## src/rtl/ysyx_22051013_fetch_ctrl_pkg.sv

```systemverilog
// Shared widths, reset constants and state encoding for the fetch sequencer.
// The optional YSYX_22051013_FETCH_PERF_EN counters also use CNT_W from here.
package ysyx_22051013_fetch_ctrl_pkg;

    localparam int unsigned PC_W   = 64;
    localparam int unsigned INST_W = 32;
    localparam int unsigned CNT_W  = 64;

    localparam logic [PC_W-1:0]   RESET_PC_DEF = 64'h8000_0000;
    localparam logic [INST_W-1:0] NOP_INST     = 32'h0000_0013;

    typedef enum logic [1:0] {
        ST_BOOT = 2'd0,
        ST_REQ  = 2'd1,
        ST_WAIT = 2'd2,
        ST_OUT  = 2'd3
    } fetch_state_e;

    // Redirect targets are always word aligned.
    function automatic logic [PC_W-1:0] align_pc(input logic [PC_W-1:0] pc);
        return {pc[PC_W-1:2], 2'b00};
    endfunction

endpackage

```

## src/rtl/ysyx_22051013_fetch_ctrl_if.sv

```systemverilog
// Fetch-stage bus bundle: instruction memory, static BPU, redirects and IF/ID.
interface ysyx_22051013_fetch_ctrl_if;
    import ysyx_22051013_fetch_ctrl_pkg::*;

    logic              imem_req_valid;
    logic              imem_req_ready;
    logic [PC_W-1:0]   imem_req_addr;
    logic              imem_resp_valid;
    logic [INST_W-1:0] imem_resp_inst;
    logic [INST_W-1:0] bpu_inst;
    logic [PC_W-1:0]   bpu_pc;
    logic [PC_W-1:0]   bpu_pc_next;
    logic              bpu_jump;
    logic              redir_trap_valid;
    logic [PC_W-1:0]   redir_trap_pc;
    logic              redir_exu_valid;
    logic [PC_W-1:0]   redir_exu_pc;
    logic              if_valid;
    logic              if_ready;
    logic [INST_W-1:0] if_inst;
    logic [PC_W-1:0]   if_pc;
    logic              if_pred_taken;

    modport master (
        output imem_req_valid, imem_req_addr, bpu_inst, bpu_pc,
               if_valid, if_inst, if_pc, if_pred_taken,
        input  imem_req_ready, imem_resp_valid, imem_resp_inst,
               bpu_pc_next, bpu_jump,
               redir_trap_valid, redir_trap_pc, redir_exu_valid, redir_exu_pc,
               if_ready
    );

    modport slave (
        input  imem_req_valid, imem_req_addr, bpu_inst, bpu_pc,
               if_valid, if_inst, if_pc, if_pred_taken,
        output imem_req_ready, imem_resp_valid, imem_resp_inst,
               bpu_pc_next, bpu_jump,
               redir_trap_valid, redir_trap_pc, redir_exu_valid, redir_exu_pc,
               if_ready
    );

endinterface

```

## src/rtl/ysyx_22051013_fetch_perf.sv

```systemverilog
// Saturating fetch/redirect/drop event counters for the fetch sequencer.
module ysyx_22051013_fetch_perf
    import ysyx_22051013_fetch_ctrl_pkg::*;
(
    input  logic             clk,
    input  logic             rst,
    input  logic             fetch_inc,
    input  logic             redir_inc,
    input  logic             drop_inc,
    output logic [CNT_W-1:0] fetch_cnt,
    output logic [CNT_W-1:0] redir_cnt,
    output logic [CNT_W-1:0] drop_cnt
);

    always_ff @(posedge clk or negedge rst) begin
        if (!rst) begin
            fetch_cnt <= '0;
            redir_cnt <= '0;
            drop_cnt  <= '0;
        end else begin
            if (fetch_inc && !(&fetch_cnt)) fetch_cnt <= fetch_cnt + CNT_W'(1);
            if (redir_inc && !(&redir_cnt)) redir_cnt <= redir_cnt + CNT_W'(1);
            if (drop_inc  && !(&drop_cnt))  drop_cnt  <= drop_cnt  + CNT_W'(1);
        end
    end

endmodule

```

## src/rtl/ysyx_22051013_fetch_ctrl.sv

```systemverilog
// Fetch sequencer: one outstanding imem request, BPU-steered next PC, redirects.
// Define YSYX_22051013_FETCH_PERF_EN to add the perf_* counter ports.
module ysyx_22051013_fetch_ctrl
    import ysyx_22051013_fetch_ctrl_pkg::*;
#(
    parameter logic [PC_W-1:0] START_PC = RESET_PC_DEF
) (
    input logic clk,
    input logic rst,
    ysyx_22051013_fetch_ctrl_if.master bus
`ifdef YSYX_22051013_FETCH_PERF_EN
    ,
    output logic [CNT_W-1:0] perf_fetch_cnt,
    output logic [CNT_W-1:0] perf_redir_cnt,
    output logic [CNT_W-1:0] perf_drop_cnt
`endif
);

    fetch_state_e      state;
    logic [PC_W-1:0]   pc_r;
    logic [INST_W-1:0] inst_buf;
    logic              kill;

    logic              redir_c;
    logic [PC_W-1:0]   redir_pc_c;

    // Redirect priority: trap over EXU; the BPU prediction is taken only in OUT.
    always_comb begin
        redir_c    = 1'b0;
        redir_pc_c = pc_r;
        if (bus.redir_trap_valid) begin
            redir_c    = 1'b1;
            redir_pc_c = align_pc(bus.redir_trap_pc);
        end else if (bus.redir_exu_valid) begin
            redir_c    = 1'b1;
            redir_pc_c = align_pc(bus.redir_exu_pc);
        end
    end

    always_ff @(posedge clk or negedge rst) begin
        if (!rst) begin
            state    <= ST_BOOT;
            pc_r     <= START_PC;
            inst_buf <= NOP_INST;
            kill     <= 1'b0;
        end else begin
            case (state)
                ST_BOOT: state <= ST_REQ;
                ST_REQ: begin
                    if (redir_c) pc_r <= redir_pc_c;
                    if (bus.imem_req_ready) begin
                        state <= ST_WAIT;
                        kill  <= redir_c;
                    end
                end
                ST_WAIT: begin
                    if (redir_c) pc_r <= redir_pc_c;
                    if (bus.imem_resp_valid) begin
                        kill <= 1'b0;
                        if (kill || redir_c) begin
                            state <= ST_REQ;
                        end else begin
                            inst_buf <= bus.imem_resp_inst;
                            state    <= ST_OUT;
                        end
                    end else if (redir_c) begin
                        kill <= 1'b1;
                    end
                end
                ST_OUT: begin
                    if (redir_c) begin
                        pc_r     <= redir_pc_c;
                        inst_buf <= NOP_INST;
                        state    <= ST_REQ;
                    end else if (bus.if_ready) begin
                        pc_r  <= bus.bpu_pc_next;
                        state <= ST_REQ;
                    end
                end
                default: state <= ST_BOOT;
            endcase
        end
    end

    // Outputs decode the registered state; a redirect masks if_valid in the same cycle.
    always_comb begin
        bus.imem_req_valid = (state == ST_REQ);
        bus.imem_req_addr  = pc_r;
        bus.if_valid       = (state == ST_OUT) && !redir_c;
        bus.if_inst        = (state == ST_OUT) ? inst_buf : NOP_INST;
        bus.if_pc          = (state == ST_OUT) ? pc_r : '0;
        bus.if_pred_taken  = (state == ST_OUT) && bus.bpu_jump;
        bus.bpu_inst       = (state == ST_OUT) ? inst_buf : NOP_INST;
        bus.bpu_pc         = pc_r;
    end

`ifdef YSYX_22051013_FETCH_PERF_EN
    logic fetch_ev_c;
    logic redir_ev_c;
    logic drop_ev_c;

    always_comb begin
        fetch_ev_c = (state == ST_OUT) && !redir_c && bus.if_ready;
        redir_ev_c = (state != ST_BOOT) && bus.redir_exu_valid && !bus.redir_trap_valid;
        drop_ev_c  = (state == ST_WAIT) && bus.imem_resp_valid && (kill || redir_c);
    end

    ysyx_22051013_fetch_perf u_perf (
        .clk       (clk),
        .rst       (rst),
        .fetch_inc (fetch_ev_c),
        .redir_inc (redir_ev_c),
        .drop_inc  (drop_ev_c),
        .fetch_cnt (perf_fetch_cnt),
        .redir_cnt (perf_redir_cnt),
        .drop_cnt  (perf_drop_cnt)
    );
`endif

endmodule

```

## src/flat_wrapper.sv

```systemverilog
// flat-port wrapper written by rule: the top's interface ports become plain ports
module ysyx_22051013_fetch_ctrl_flat import ysyx_22051013_fetch_ctrl_pkg::*;
#(
    parameter logic [PC_W-1:0] START_PC = RESET_PC_DEF
)
  (clk, rst, bus_imem_req_valid, bus_imem_req_addr, bus_bpu_inst, bus_bpu_pc, bus_if_valid, bus_if_inst, bus_if_pc, bus_if_pred_taken, bus_imem_req_ready, bus_imem_resp_valid, bus_imem_resp_inst, bus_bpu_pc_next, bus_bpu_jump, bus_redir_trap_valid, bus_redir_trap_pc, bus_redir_exu_valid, bus_redir_exu_pc, bus_if_ready);
  ysyx_22051013_fetch_ctrl_if bus_i ();
  input logic clk;
  input logic rst;
  output wire logic [$bits(bus_i.imem_req_valid)-1:0] bus_imem_req_valid;
  output wire logic [$bits(bus_i.imem_req_addr)-1:0] bus_imem_req_addr;
  output wire logic [$bits(bus_i.bpu_inst)-1:0] bus_bpu_inst;
  output wire logic [$bits(bus_i.bpu_pc)-1:0] bus_bpu_pc;
  output wire logic [$bits(bus_i.if_valid)-1:0] bus_if_valid;
  output wire logic [$bits(bus_i.if_inst)-1:0] bus_if_inst;
  output wire logic [$bits(bus_i.if_pc)-1:0] bus_if_pc;
  output wire logic [$bits(bus_i.if_pred_taken)-1:0] bus_if_pred_taken;
  input wire logic [$bits(bus_i.imem_req_ready)-1:0] bus_imem_req_ready;
  input wire logic [$bits(bus_i.imem_resp_valid)-1:0] bus_imem_resp_valid;
  input wire logic [$bits(bus_i.imem_resp_inst)-1:0] bus_imem_resp_inst;
  input wire logic [$bits(bus_i.bpu_pc_next)-1:0] bus_bpu_pc_next;
  input wire logic [$bits(bus_i.bpu_jump)-1:0] bus_bpu_jump;
  input wire logic [$bits(bus_i.redir_trap_valid)-1:0] bus_redir_trap_valid;
  input wire logic [$bits(bus_i.redir_trap_pc)-1:0] bus_redir_trap_pc;
  input wire logic [$bits(bus_i.redir_exu_valid)-1:0] bus_redir_exu_valid;
  input wire logic [$bits(bus_i.redir_exu_pc)-1:0] bus_redir_exu_pc;
  input wire logic [$bits(bus_i.if_ready)-1:0] bus_if_ready;
  assign bus_imem_req_valid = bus_i.imem_req_valid;
  assign bus_imem_req_addr = bus_i.imem_req_addr;
  assign bus_bpu_inst = bus_i.bpu_inst;
  assign bus_bpu_pc = bus_i.bpu_pc;
  assign bus_if_valid = bus_i.if_valid;
  assign bus_if_inst = bus_i.if_inst;
  assign bus_if_pc = bus_i.if_pc;
  assign bus_if_pred_taken = bus_i.if_pred_taken;
  assign bus_i.imem_req_ready = bus_imem_req_ready;
  assign bus_i.imem_resp_valid = bus_imem_resp_valid;
  assign bus_i.imem_resp_inst = bus_imem_resp_inst;
  assign bus_i.bpu_pc_next = bus_bpu_pc_next;
  assign bus_i.bpu_jump = bus_bpu_jump;
  assign bus_i.redir_trap_valid = bus_redir_trap_valid;
  assign bus_i.redir_trap_pc = bus_redir_trap_pc;
  assign bus_i.redir_exu_valid = bus_redir_exu_valid;
  assign bus_i.redir_exu_pc = bus_redir_exu_pc;
  assign bus_i.if_ready = bus_if_ready;
  ysyx_22051013_fetch_ctrl #(.START_PC(START_PC)) u_core (.clk(clk), .rst(rst), .bus(bus_i));
endmodule
```

## config.mk

```make
export PLATFORM = sky130hd
export DESIGN_NAME = ysyx_22051013_fetch_ctrl_flat
export DESIGN_NICKNAME = d
export VERILOG_FILES = /design/src/rtl/ysyx_22051013_fetch_ctrl_pkg.sv /design/src/rtl/ysyx_22051013_fetch_ctrl_if.sv /design/src/rtl/ysyx_22051013_fetch_perf.sv /design/src/rtl/ysyx_22051013_fetch_ctrl.sv /design/src/flat_wrapper.sv
export SDC_FILE = /design/constraint.sdc
export NUM_CORES = 1
export LEC_CHECK = 0
export CAP_MARGIN = 25
export CORE_AREA = 2 2 191 193
export CTS_CLUSTER_SIZE = 25
export DETAILED_ROUTE_END_ITERATION = 16
export DIE_AREA = 0 0 193 195
export HOLD_SLACK_MARGIN = 0.05
export SKIP_CTS_REPAIR_TIMING = 1
export SYNTH_ARGS = -nofsm -noshare
export SYNTH_HDL_FRONTEND = slang
export SYNTH_SLANG_ARGS = --single-unit
```

## constraint.sdc

```tcl
create_clock -name clk -period 2.4 [get_ports clk]
set_clock_uncertainty 0.15 [all_clocks]
set_input_delay 0.48 -clock clk [delete_from_list [all_inputs] [get_ports clk]]
set_output_delay 0.48 -clock clk [all_outputs]
set_load 0.1 [all_outputs]
```

# Yosys cells after proc, flatten, opt, wreduce, memory -nomap -nowiden
# Cells that the tools add are included.
[classes]
n_eq_ne = 10
n_mux = 24
reduce_logical = 13
[op_table]
columns = ["operator", "n"]
rows = [
  ["two-way mux 64 bit", 6],
  ["two-way mux 32 bit", 4],
  ["case mux 64 bit (2 select lines)", 1],
  ["case mux 32 bit (2 select lines)", 1],
  ["two-way mux 2 bit", 5],
  ["AND reduction 3 bit", 3],
  ["case mux 2 bit (4 select lines)", 1],
  ["inequality test 2 x 1 -> 1 bit, second input constant", 3],
  ["inequality test 3 x 2 -> 1 bit, second input constant", 2],
  ["nonzero test 2 bit", 3],
  ["two-way mux 1 bit", 5],
  ["equality test 2 bit, second input constant", 2],
  ["inequality test 2 bit, second input constant", 2],
  ["AND reduction 4 bit", 1],
  ["equality test 2 x 1 -> 1 bit, second input constant", 1],
  ["logical AND 1 bit", 2],
  ["logical NOT 2 bit", 1],
  ["case mux 1 bit (2 select lines)", 1],
  ["OR reduction 2 bit", 1],
  ["logical NOT 1 bit", 1],
  ["logical OR 1 bit", 1],
]
[word_totals]
register_bits = 99
input_bits = 232
elab_cells = 51

# Logic depth before layout (Yosys ltp)
# Gate-level depths: netlist (run 1).
[logic_depth]
word_depth = 6
depth_mapped = 8

# Least setup slack after synthesis (run 1)
# No wires, ideal clock.
[synth_timing]
kind = "register -> output"
from = "register u_core.state[0]"
to = "output port bus_if_inst[10]"
t_arrival_ns = 2.682
slack_ns = -0.912
stages_incl_launch_ff = 8
n_path_buf = 5
path_cell_list = "dfrtp_1 -> ha_1 -> clkbuf_1 -> clkbuf_1 -> clkbuf_1 -> clkbuf_1 -> and2_1 -> buf_4"
[synth_via]
elab_chain_len = 2
[synth_lines]
columns = ["element", "line_no", "text"]
rows = [
  ["start, declared", "ysyx_22051013_fetch_ctrl.sv:19", "fetch_state_e state;"],
  ["start signal, assigned", "ysyx_22051013_fetch_ctrl.sv:42", "state <= ST_BOOT;"],
  ["start signal, assigned", "ysyx_22051013_fetch_ctrl.sv:48", "ST_BOOT: state <= ST_REQ;"],
  ["start signal, assigned", "ysyx_22051013_fetch_ctrl.sv:52", "state <= ST_WAIT;"],
  ["equality test 2 bit", "-", ""],
  ["two-way mux 32 bit", "-", ""],
  ["end, declared", "flat_wrapper.sv:15", "output wire logic [$bits(bus_i.if_inst)-1:0] bus_if_inst;"],
]
# No other way between the ends.

# Worst setup path in the final report (run 1)
[layout_timing]
from = "register u_core.state[1]"
to = "output port bus_if_pc[5]"
[layout_via]
elab_chain_len = 2
[layout_lines]
columns = ["element", "line_no", "text"]
rows = [
  ["equality test 2 bit", "ysyx_22051013_fetch_ctrl.sv:91", "bus.if_pc = (state == ST_OUT) ? pc_r : '0;"],
  ["two-way mux 64 bit", "ysyx_22051013_fetch_ctrl.sv:91", ""],
  ["end, declared", "flat_wrapper.sv:16", "output wire logic [$bits(bus_i.if_pc)-1:0] bus_if_pc;"],
]
# No other way between the ends.

==> key figures, run 1 <==
Outcome
  – Outcome: finished clean

Synthesis
  – Yosys Warn Count: 0
  – Area share of the leading cell type in the synthesized netlist: 32.3%
  – Avg Inst Size Synth: 8.77 µm²
  – Most area-consuming cells after synthesis: sky130_fd_sc_hd__dfrtp_1, sky130_fd_sc_hd__buf_4, sky130_fd_sc_hd__and2_1
  – Cell area after synthesis: between 7000 and 8000 µm²
  – FFs w/ async S/R, synth: 100%
  – Count of different cell masters after synthesis: 33
  – Number of cells produced by synthesis: 838
  – Post-synth EDFFs: 0
  – Flip-flop cell with the highest count after synthesis: sky130_fd_sc_hd__dfrtp_1
  – Top cell type by total area after synthesis: sky130_fd_sc_hd__dfrtp_1
  – Sequential area share after synthesis: 33.8%
  – Number of nets produced by synthesis: around 1100
  – Count of state elements after synthesis: between 90 and 100

Worst setup path
  – Sort of element at the start of the critical path: register
  – Endpoint arrival time on the critical path: 1.74 ns
  – Data required time of the critical path: around 1.8 ns
  – Worst Setup Path Type: register to output pin
  – Critical Path Start: u_core.state[1]
  – Startpoint of the worst register-to-register path: u_core.state[0]
  – Largest driver fanout on the critical path: 18
  – Kind of end point of the critical path: output pin

Timing
  – Count of final max-slew check failures: 0
  – Max frequency: roughly 420 MHz
  – Final hold violations: 0
  – Final setup vio count: 0
  – Tmin final: around 2.4 ns
  – Max transition margin: 52.4%
  – Transition at the pin with the smallest max-transition slack: 0.714 ns
  – Fin Hold WS: 0.342 ns
  – Setup repair after global routing missed its margin: true
  – Min setup slack post-route: a little under 0.03 ns
  – Portion of the clock cycle consumed by the worst path in the final layout: 98.8%

Drt
  – Avg Vias per Cell: ~4.4
  – Residual antenna-violating net count after detailed routing: 0
  – Via count: 7338
  – Number of violations reported at the end of detailed-routing iteration 0: 285
  – Total iterations of the first detailed-routing run: 4
  – DRC violation count after routing: 0
  – Detailed Route WL: 32.3 mm
  – Average routed wire per standard cell: 19.3 µm

Layout
  – Antenna fix cells: 0
  – Share of layout cells above drive strength 1: 37.6%
  – Layout filler cell count: around 3500
  – Layout Area Growth over Synthesis: 89.7%
  – Final Cell Area: 13900 µm²
  – # nets final: 1449
  – Most common cell after layout, fill and taps aside: sky130_fd_sc_hd__clkdlybuf4s50_1
  – Leading cell types in the layout, fill and taps excluded: sky130_fd_sc_hd__clkdlybuf4s50_1, sky130_fd_sc_hd__buf_4, sky130_fd_sc_hd__buf_12

GRT
  – Number of antenna violations at the first check in global routing: 2
  – Aggregate global-route resource usage: 15.4%
  – GRT overflow: 0
  – Global-route wire length before repair: ~45 mm
  – Number of global-route vias before repair: 7278
  – Maximum number of pins on one net before global-route repair: 126

Placement
  – HPWL after detailed placement: 22.5 mm
  – # port buffers: roughly 500
  – Cell area after placement: 13300 µm²
  – Place WS: 0.0502 ns
  – Final weighted congestion of routability-driven global placement: roughly 0.82

Job
  – Max-cap check violation count: 0

Clock network
  – Number of clock buffers inserted by TritonCTS: 9
  – Clock-pin slew of the registers on the worst-case setup and hold paths: 0.07 ns
  – Clock sinks: 99
  – # H-tree levels: 3
  – Maximum number of buffers from clock root to sink: 2
  – Library cell used as clock root buffer: sky130_fd_sc_hd__clkbuf_16
  – Clock Latency Late Sink: between 0.3 and 0.4 ns
  – CTS tree: built

Floorplan
  – Width of the die: 193 µm
  – Die Ht: 195 µm
  – Initial Utilization: 20.8%
  – Count of standard-cell rows: 69
  – Die area: 37600 µm²
  – Core region area: ~35000 µm²
  – Io pins: around 490

Hold path
  – Worst Hold Launch: u_core.bus.bpu_pc[31]
  – Worst min path class: register to register
## state kept, by name, indices dropped and copies added, names as in the netlist
| signal | cells |
|---|---|
| u_core.inst_buf | 32 |
| u_core.bus.bpu_pc | 64 |
| u_core.kill | 1 |
| u_core.state | 2 |
## critical path, cell delays in order (launching register included)
cell and delay [ns]:
sky130_fd_sc_hd__dfrtp_1 0.40, sky130_fd_sc_hd__buf_6 0.13, sky130_fd_sc_hd__ha_4 0.17, sky130_fd_sc_hd__buf_12 0.15
sky130_fd_sc_hd__buf_16 0.15, sky130_fd_sc_hd__and2_2 0.20, sky130_fd_sc_hd__buf_12 0.16
## final cells by class
cell class	instances	area, µm²	area share, %
Sequential cell	99	2480	17.8
Timing Repair Buffer	529	6450	46.3
Clock inverter	3	68.8	0.494
Inverter	69	259	1.86
Multi-Input combinational cell	503	3830	27.5
Clock buffer	13	270	1.94
Tap cell	461	577	4.14
## cell usage after synthesis (4+ instances only)
cell type and count:
sky130_fd_sc_hd__ha_1 6, sky130_fd_sc_hd__inv_1 68, sky130_fd_sc_hd__buf_6 4, sky130_fd_sc_hd__o31a_1 62, sky130_fd_sc_hd__mux2i_1 4, sky130_fd_sc_hd__buf_1 8
sky130_fd_sc_hd__nor2_1 4, sky130_fd_sc_hd__mux2_2 29, sky130_fd_sc_hd__and2_1 96, sky130_fd_sc_hd__nor3b_1 62, sky130_fd_sc_hd__nand2_1 67, sky130_fd_sc_hd__dfrtp_1 95
sky130_fd_sc_hd__dfstp_2 4, sky130_fd_sc_hd__nor2b_1 93, sky130_fd_sc_hd__clkbuf_1 58, sky130_fd_sc_hd__buf_4 96, sky130_fd_sc_hd__a32oi_1 62
## metal layers
metal  vias to the layer above  share of wire (%)  global-route usage, %
met2                       308                 50                   26.8
met1                      3517                 41                   19.0
met3                        30                6.7                   3.52
li1                       3481                  -                      -
met5                         -              0.025                      0
met4                         2                1.8                   4.18
## kinds of logic after synthesis
kind of cell / count (synthesis) / share of synthesized area, %
and+or+nand+nor: 328 / 26.7
DFF: 99 / 33.8
buffers and inverters: 236 / 17.4
AOI/OAI and AO/OA: 136 / 16.2
adders and majority gates: 6 / 1.02
muxes: 33 / 4.99
## stage by stage
step / util (%) / cells / TNS, ns
floorplan: - / 838 / 0
global route: 39.4 / 1677 / -0.636
detailed placement: 37.4 / 1642 / 0
finish: 39.4 / 1677 / 0
CTS: 38.4 / 1658 / -4.38
global placement: 37.4 / 1642 / 0
## path summary, 6_finish.rpt
| kind | endpoint | slack (ns) | cells past startpoint |
|---|---|---|---|
| min in group asynchronous | u_core.bus.bpu_pc[41] | 0.50 | 2 |
| setup reg to reg | u_core.inst_buf[15] | 0.06 | 6 |
| setup / recovery | bus_if_pc[5] | 0.03 | 6 |
| hold reg to reg | u_core.bus.bpu_pc[31] | 0.34 | 2 |
| hold / removal | u_core.bus.bpu_pc[31] | 0.34 | 2 |
| max in group asynchronous | u_core.inst_buf[4] | 0.90 | 3 |
Power of run 1 is left out: the tool's default activity adds up to more than one toggle a clock period on the data nets, which glitch-free logic cannot reach.
==> run 2, diff against run 1 <==
CORE_AREA = 2 2 192 194   (was 2 2 191 193)
DIE_AREA = 0 0 194 196   (was 0 0 193 195)
SYNTH_HIERARCHICAL = 1   (was default)
==> key figures, run 2 <==
Timing
  – Setup repair after global routing missed its margin: true
  – Count of final max-slew check failures: 0
  – Max transition margin: 60.9%
  – Portion of the clock cycle consumed by the worst path in the final layout: 98.0%
  – Tmin final: 2.35 ns
  – Transition at the pin with the smallest max-transition slack: 0.587 ns
  – Final hold violations: 0
  – Max frequency: 425 MHz
  – Final setup vio count: 0

GRT
  – Number of antenna violations at the first check in global routing: 1
  – Global-route wire length before repair: 49.4 mm
  – GRT overflow: 0
  – Number of global-route vias before repair: 8415
  – Maximum number of pins on one net before global-route repair: 74
  – Aggregate global-route resource usage: 16.2%

Floorplan
  – Width of the die: 194 µm
  – Core region area: about 36000 µm²
  – Initial Utilization: 21.9%
  – Io pins: ~490
  – Count of standard-cell rows: 70
  – Die area: 38000 µm²
  – Die Ht: 196 µm

Clock network
  – Number of clock buffers inserted by TritonCTS: 9
  – Clock-pin slew of the registers on the worst-case setup and hold paths: 0.08 ns
  – CTS tree: built
  – # H-tree levels: 3
  – Clock Latency Late Sink: 0.34 ns
  – Maximum number of buffers from clock root to sink: 2
  – Clock sinks: 99
  – Library cell used as clock root buffer: sky130_fd_sc_hd__clkbuf_16

Drt
  – Detailed Route WL: 32.3 mm
  – DRC violation count after routing: 0
  – Via count: 8194
  – Total iterations of the first detailed-routing run: 5
  – Residual antenna-violating net count after detailed routing: 0
  – Number of violations reported at the end of detailed-routing iteration 0: 277
  – Average routed wire per standard cell: ~18 µm
  – Avg Vias per Cell: roughly 4.7

Synthesis
  – Number of cells produced by synthesis: 950
  – Most area-consuming cells after synthesis: sky130_fd_sc_hd__dfrtp_1, sky130_fd_sc_hd__buf_4, sky130_fd_sc_hd__o31ai_2
  – Sequential area share after synthesis: around a third
  – Yosys Warn Count: 6
  – Area share of the leading cell type in the synthesized netlist: 30.0%
  – FFs w/ async S/R, synth: between 90% and 100%
  – Avg Inst Size Synth: ~8.3 µm²
  – Top cell type by total area after synthesis: sky130_fd_sc_hd__dfrtp_1
  – Post-synth EDFFs: 0
  – Most frequent cell after synthesis: sky130_fd_sc_hd__o21ai_0
  – Count of different cell masters after synthesis: 31
  – Cell area after synthesis: about 7900 µm²
  – Count of state elements after synthesis: 99
  – Number of nets produced by synthesis: 1187
  – Flip-flop cell with the highest count after synthesis: sky130_fd_sc_hd__dfrtp_1
  – Top cells by instance count after synthesis: sky130_fd_sc_hd__o21ai_0, sky130_fd_sc_hd__buf_4, sky130_fd_sc_hd__dfrtp_1

Outcome
  – Outcome: finished clean

Layout
  – # nets final: 1524
  – Number of flip-flops in the largest register: 64
  – Most common cell after layout, fill and taps aside: sky130_fd_sc_hd__clkdlybuf4s50_1
  – Number of standard cells in the layout, taps in and fillers out: ~1800
  – Antenna fix cells: 0
  – Layout filler cell count: 3629
  – Share of layout cells above drive strength 1: between 30 and 40%
  – Leading cell types in the layout, fill and taps excluded: sky130_fd_sc_hd__clkdlybuf4s50_1, sky130_fd_sc_hd__buf_4, sky130_fd_sc_hd__buf_12
  – Layout Area Growth over Synthesis: 77.5%
  – Final Cell Area: 14000 µm²

Worst setup path
  – Critical Path Start: u_core/state[0]
  – Endpoint arrival time on the critical path: 1.72 ns
  – Sort of element at the start of the critical path: register
  – Kind of end point of the critical path: output pin
  – Worst Setup Path Type: register to output pin
  – Data required time of the critical path: roughly 1.8 ns
  – Largest driver fanout on the critical path: 37
  – Startpoint of the worst register-to-register path: u_core/state[0]
  – Worst R2R End: u_core/bus.bpu_pc[33]
  – Register-to-Register Path Depth: 6
  – Internal reg-to-reg setup slack: roughly 0.34 ns

Power
  – Clock power share: 7.2%
  – Leakage power total: 0.00575 µW
  – Sequential fraction of design power: 15.1%
  – Final Total Pwr: ~21000 µW
  – Ratio of total power to cell area: 1500 nW/µm²
  – Worst-case vdd ir drop: 0.00113 V
  – Switching Fraction: between 60% and 70%
  – Net Sw Power: approximately 14000 µW
  – Internal cell power: 7310 µW
  – Combinational group share of total power: 77.6%

Job
  – Max-cap check violation count: 0

Placement
  – Final weighted congestion of routability-driven global placement: 0.796
  – Cell area after placement: 13700 µm²
  – Count of placed standard cells including taps: around 1700
  – HPWL after detailed placement: 23.6 mm
  – # port buffers: 486

Hold path
  – Terminating pin of the worst hold path: u_core/inst_buf[25]
  – Worst Hold Launch: u_core/inst_buf[25]
  – Number of instances on the worst hold path: 2
  – Worst min path class: register to register
## run 2: cell types whose count changed after synthesis, moves of 29 or more
cell / previous run / this run
sky130_fd_sc_hd__o21ai_0: 2 / 115
sky130_fd_sc_hd__inv_1: 68 / 3
sky130_fd_sc_hd__a32oi_1: 62 / 0
sky130_fd_sc_hd__nor2_1: 4 / 66
sky130_fd_sc_hd__nor3_1: 1 / 63
sky130_fd_sc_hd__nor3b_1: 62 / 0
sky130_fd_sc_hd__o31ai_2: 0 / 58
sky130_fd_sc_hd__mux2_2: 29 / 0
sky130_fd_sc_hd__nand4b_1: 0 / 29
sky130_fd_sc_hd__nor2b_1: 93 / 64
## run 2: how the worst max path moves through the flow
stage / endpoint
after detailed placement: u_core/bus.bpu_pc[36]
after global placement: u_core/bus.bpu_pc[25]
final: bus_if_pc[33]
after global routing: bus_if_pc[22]
after CTS: bus_if_pc[33]
after floorplan: bus_if_inst[11]
## run 2: cell families (layout without fill, tap and decap cells)
family | Yosys count | after routing | synth area share [%]
simple gates | 391 | 391 | 26.9
compound gates | 256 | 256 | 25.0
buf+inv | 193 | 535 | 15.2
flops | 99 | 99 | 31.4
mux | 6 | 6 | 0.774
fa+ha+maj | 5 | 5 | 0.790
## run 2: worst max-delay path, cell delays in order, from the launching register on
cell and delay (ns):
sky130_fd_sc_hd__dfrtp_2 0.44, sky130_fd_sc_hd__ha_4 0.21, sky130_fd_sc_hd__buf_12 0.13, sky130_fd_sc_hd__buf_16 0.15, sky130_fd_sc_hd__and2_2 0.23, sky130_fd_sc_hd__buf_12 0.17
## run 2: per-layer routing
| layer | up-vias | GRT usage [%] | wire (µm) |
|---|---|---|---|
| li1 | 3866 | - | - |
| met1 | 3970 | 20.2 | 13400 |
| met2 | 334 | 28.9 | 16600 |
| met3 | 24 | 3.21 | 1960 |
| met4 | 0 | 3.68 | 423 |
| met5 | - | 0 | 0 |
## run 2: final cells by class
cell class                      instances  area [µm²]  share of cell area (%)
Clock buffer                           10         229                    1.63
Clock inverter                          6        65.1                   0.463
Inverter                                3        11.3                  0.0801
Multi-Input combinational cell        658        4450                    31.7
Sequential cell                        99        2480                    17.7
Tap cell                              468         586                    4.17
Timing Repair Buffer                  516        6220                    44.3
## run 2: power groups by stage
stage	Clock (µW)	Combinational [µW]	Sequential [µW]
5_1_grt	1690	16900	3310
3_5_place_dp	0	16400	3220
6_report	1530	16400	3190
3_3_place_gp	0	16300	3200
4_1_cts	1630	16400	3210
2_1_floorplan	0	9480	6520
## run 2: stage by stage
step / TNS (ns) / util, % / hold WS (ns) / setup slack [ns]
global route: -0.00308 / 38.9 / 0.416 / -0.00219
finish: 0 / 38.9 / 0.396 / 0.0487
global placement: 0 / 37.9 / 0.206 / 0.169
floorplan: -1.51 / - / 0.0344 / -0.135
detailed placement: 0 / 37.9 / 0.210 / 0.177
CTS: -0.999 / 38.7 / -0.185 / -0.0571
(Power assumes the default switching activity.)
==> variant: new RTL, settings of run 2 <==
The 4 states of `fetch_state_e` get a one-hot encoding in 4 bits.
--- a/src/rtl/ysyx_22051013_fetch_ctrl_pkg.sv
+++ b/src/rtl/ysyx_22051013_fetch_ctrl_pkg.sv
@@ -10,9 +10,9 @@
     localparam logic [INST_W-1:0] NOP_INST     = 32'h0000_0013;
 
-    typedef enum logic [1:0] {
-        ST_BOOT = 2'd0,
-        ST_REQ  = 2'd1,
-        ST_WAIT = 2'd2,
-        ST_OUT  = 2'd3
+    typedef enum logic [3:0] {
+        ST_BOOT = 4'b0001,
+        ST_REQ  = 4'b0010,
+        ST_WAIT = 4'b0100,
+        ST_OUT  = 4'b1000
     } fetch_state_e;
 
Formal check against the unedited RTL: same outputs for any inputs over 4 cycles, from zero or initial values and one cycle with rst low; so few cycles prove little.
==> variant against run 2 <==
The flow now finishes with violations (negative setup slack). Cell area fell by 5.9%. Count of clock-buffer cells in the layout grew 3. Critical path depth up 1. Critical endpoint is now bus_if_pc[2]. Largest power group unchanged. Sequential cell count is 2 higher. Wire length down 8.1%. Worst setup slack got worse by 230 ps. Synthesized area decreased by 23%. Combinational power down 29%. Global-route usage decreased by 2.2 points. Critical path type unchanged. Die area is the same. Power decreased by 22%.
==> variant: results <==
{
  "status": "finished with violations",
  "grt_use_met1": 0.177,
  "synth_fp_nets": 849,
  "nets": 1244,
  "violations": "negative setup slack",
  "drtPass1Iterations": 4,
  "synth_seq_area_share": 0.413,
  "setup_violations": 130,
  "synth_common_cells": "buf_4, dfrtp_1, and2_1",
  "worstMarginPinSlew_ps": 494,
  "antenna_found_initial": 2,
  "grtUsageMet2": 0.241,
  "gp_congestion": 0.840,
  "met3_length_um": 1990,
  "fin_tns_setup_ps": -19180,
  "cp_max_fo": 15,
  "layout_setup_ws_ps": -184,
  "hold_ws_ps": 352,
  "p_sw_mw": 10.2,
  "synth_cell_type_count": 43,
  "floorplan.initialDensity": 0.170,
  "preCtsSetupSlack_ps": -13.5,
  "arrival_ps": 1950,
  "finalWirelength_um": 29700,
  "synthCells": 617,
  "synth.top_cells.by_area": "dfrtp_1, buf_4, and2_1, o221a_2, o22ai_1"
}
-- variant: cell types whose count changed after synthesis, moves of 52 or more --
| cell | before | now |
|---|---|---|
| o31a_1 | 62 | 0 |
| nor2_1 | 66 | 6 |
| o221a_2 | 0 | 52 |
| nor3_1 | 63 | 0 |
| o31ai_2 | 58 | 1 |
| o21ai_0 | 115 | 3 |
| nor2b_1 | 64 | 0 |
| o22ai_1 | 0 | 63 |
-- variant: path summary, 6_finish.rpt --
path,from,to,slack (ps),cells past startpoint
worst max register to register,u_core/state[2],u_core/bus.bpu_pc[8],170,7
worst min register to register,u_core/inst_buf[5],u_core/inst_buf[5],350,1
worst max-delay path,u_core/state[2],bus_if_pc[2],-180,6
worst min-delay path,u_core/inst_buf[5],u_core/inst_buf[5],350,1
min in group asynchronous,rst,u_core/bus.bpu_pc[1],500,2
max in group asynchronous,rst,u_core/bus.bpu_pc[31],950,3
-- variant: logic make-up after synthesis --
| logic type | after synthesis | synth area share |
|---|---|---|
| and+or+nand+nor | 184 | 0.169 |
| AOI/OAI and AO/OA | 178 | 0.248 |
| buffers and inverters | 152 | 0.167 |
| DFF | 101 | 0.413 |
| xor gates and xnor gates | 2 | 0.00286 |
-- variant: worst max-delay path: stages, from the launching register on --
cell and delay, ps:
dfrtp_2 430, nor4b_4 290, buf_4 180, buf_12 160
clkbuf_16 190, and2_2 170, buf_12 170
-- variant: area by class of cell --
class | count | area (µm²)
fillers | 3563 | 22900
diodes | 1 | 2.50
clock buffers | 13 | 260
multi-input cells | 364 | 3260
repair buffers | 532 | 6540
inverters | 4 | 15.0
well taps | 468 | 586
flip-flops and latches | 101 | 2540
clock inverters | 3 | 20.0
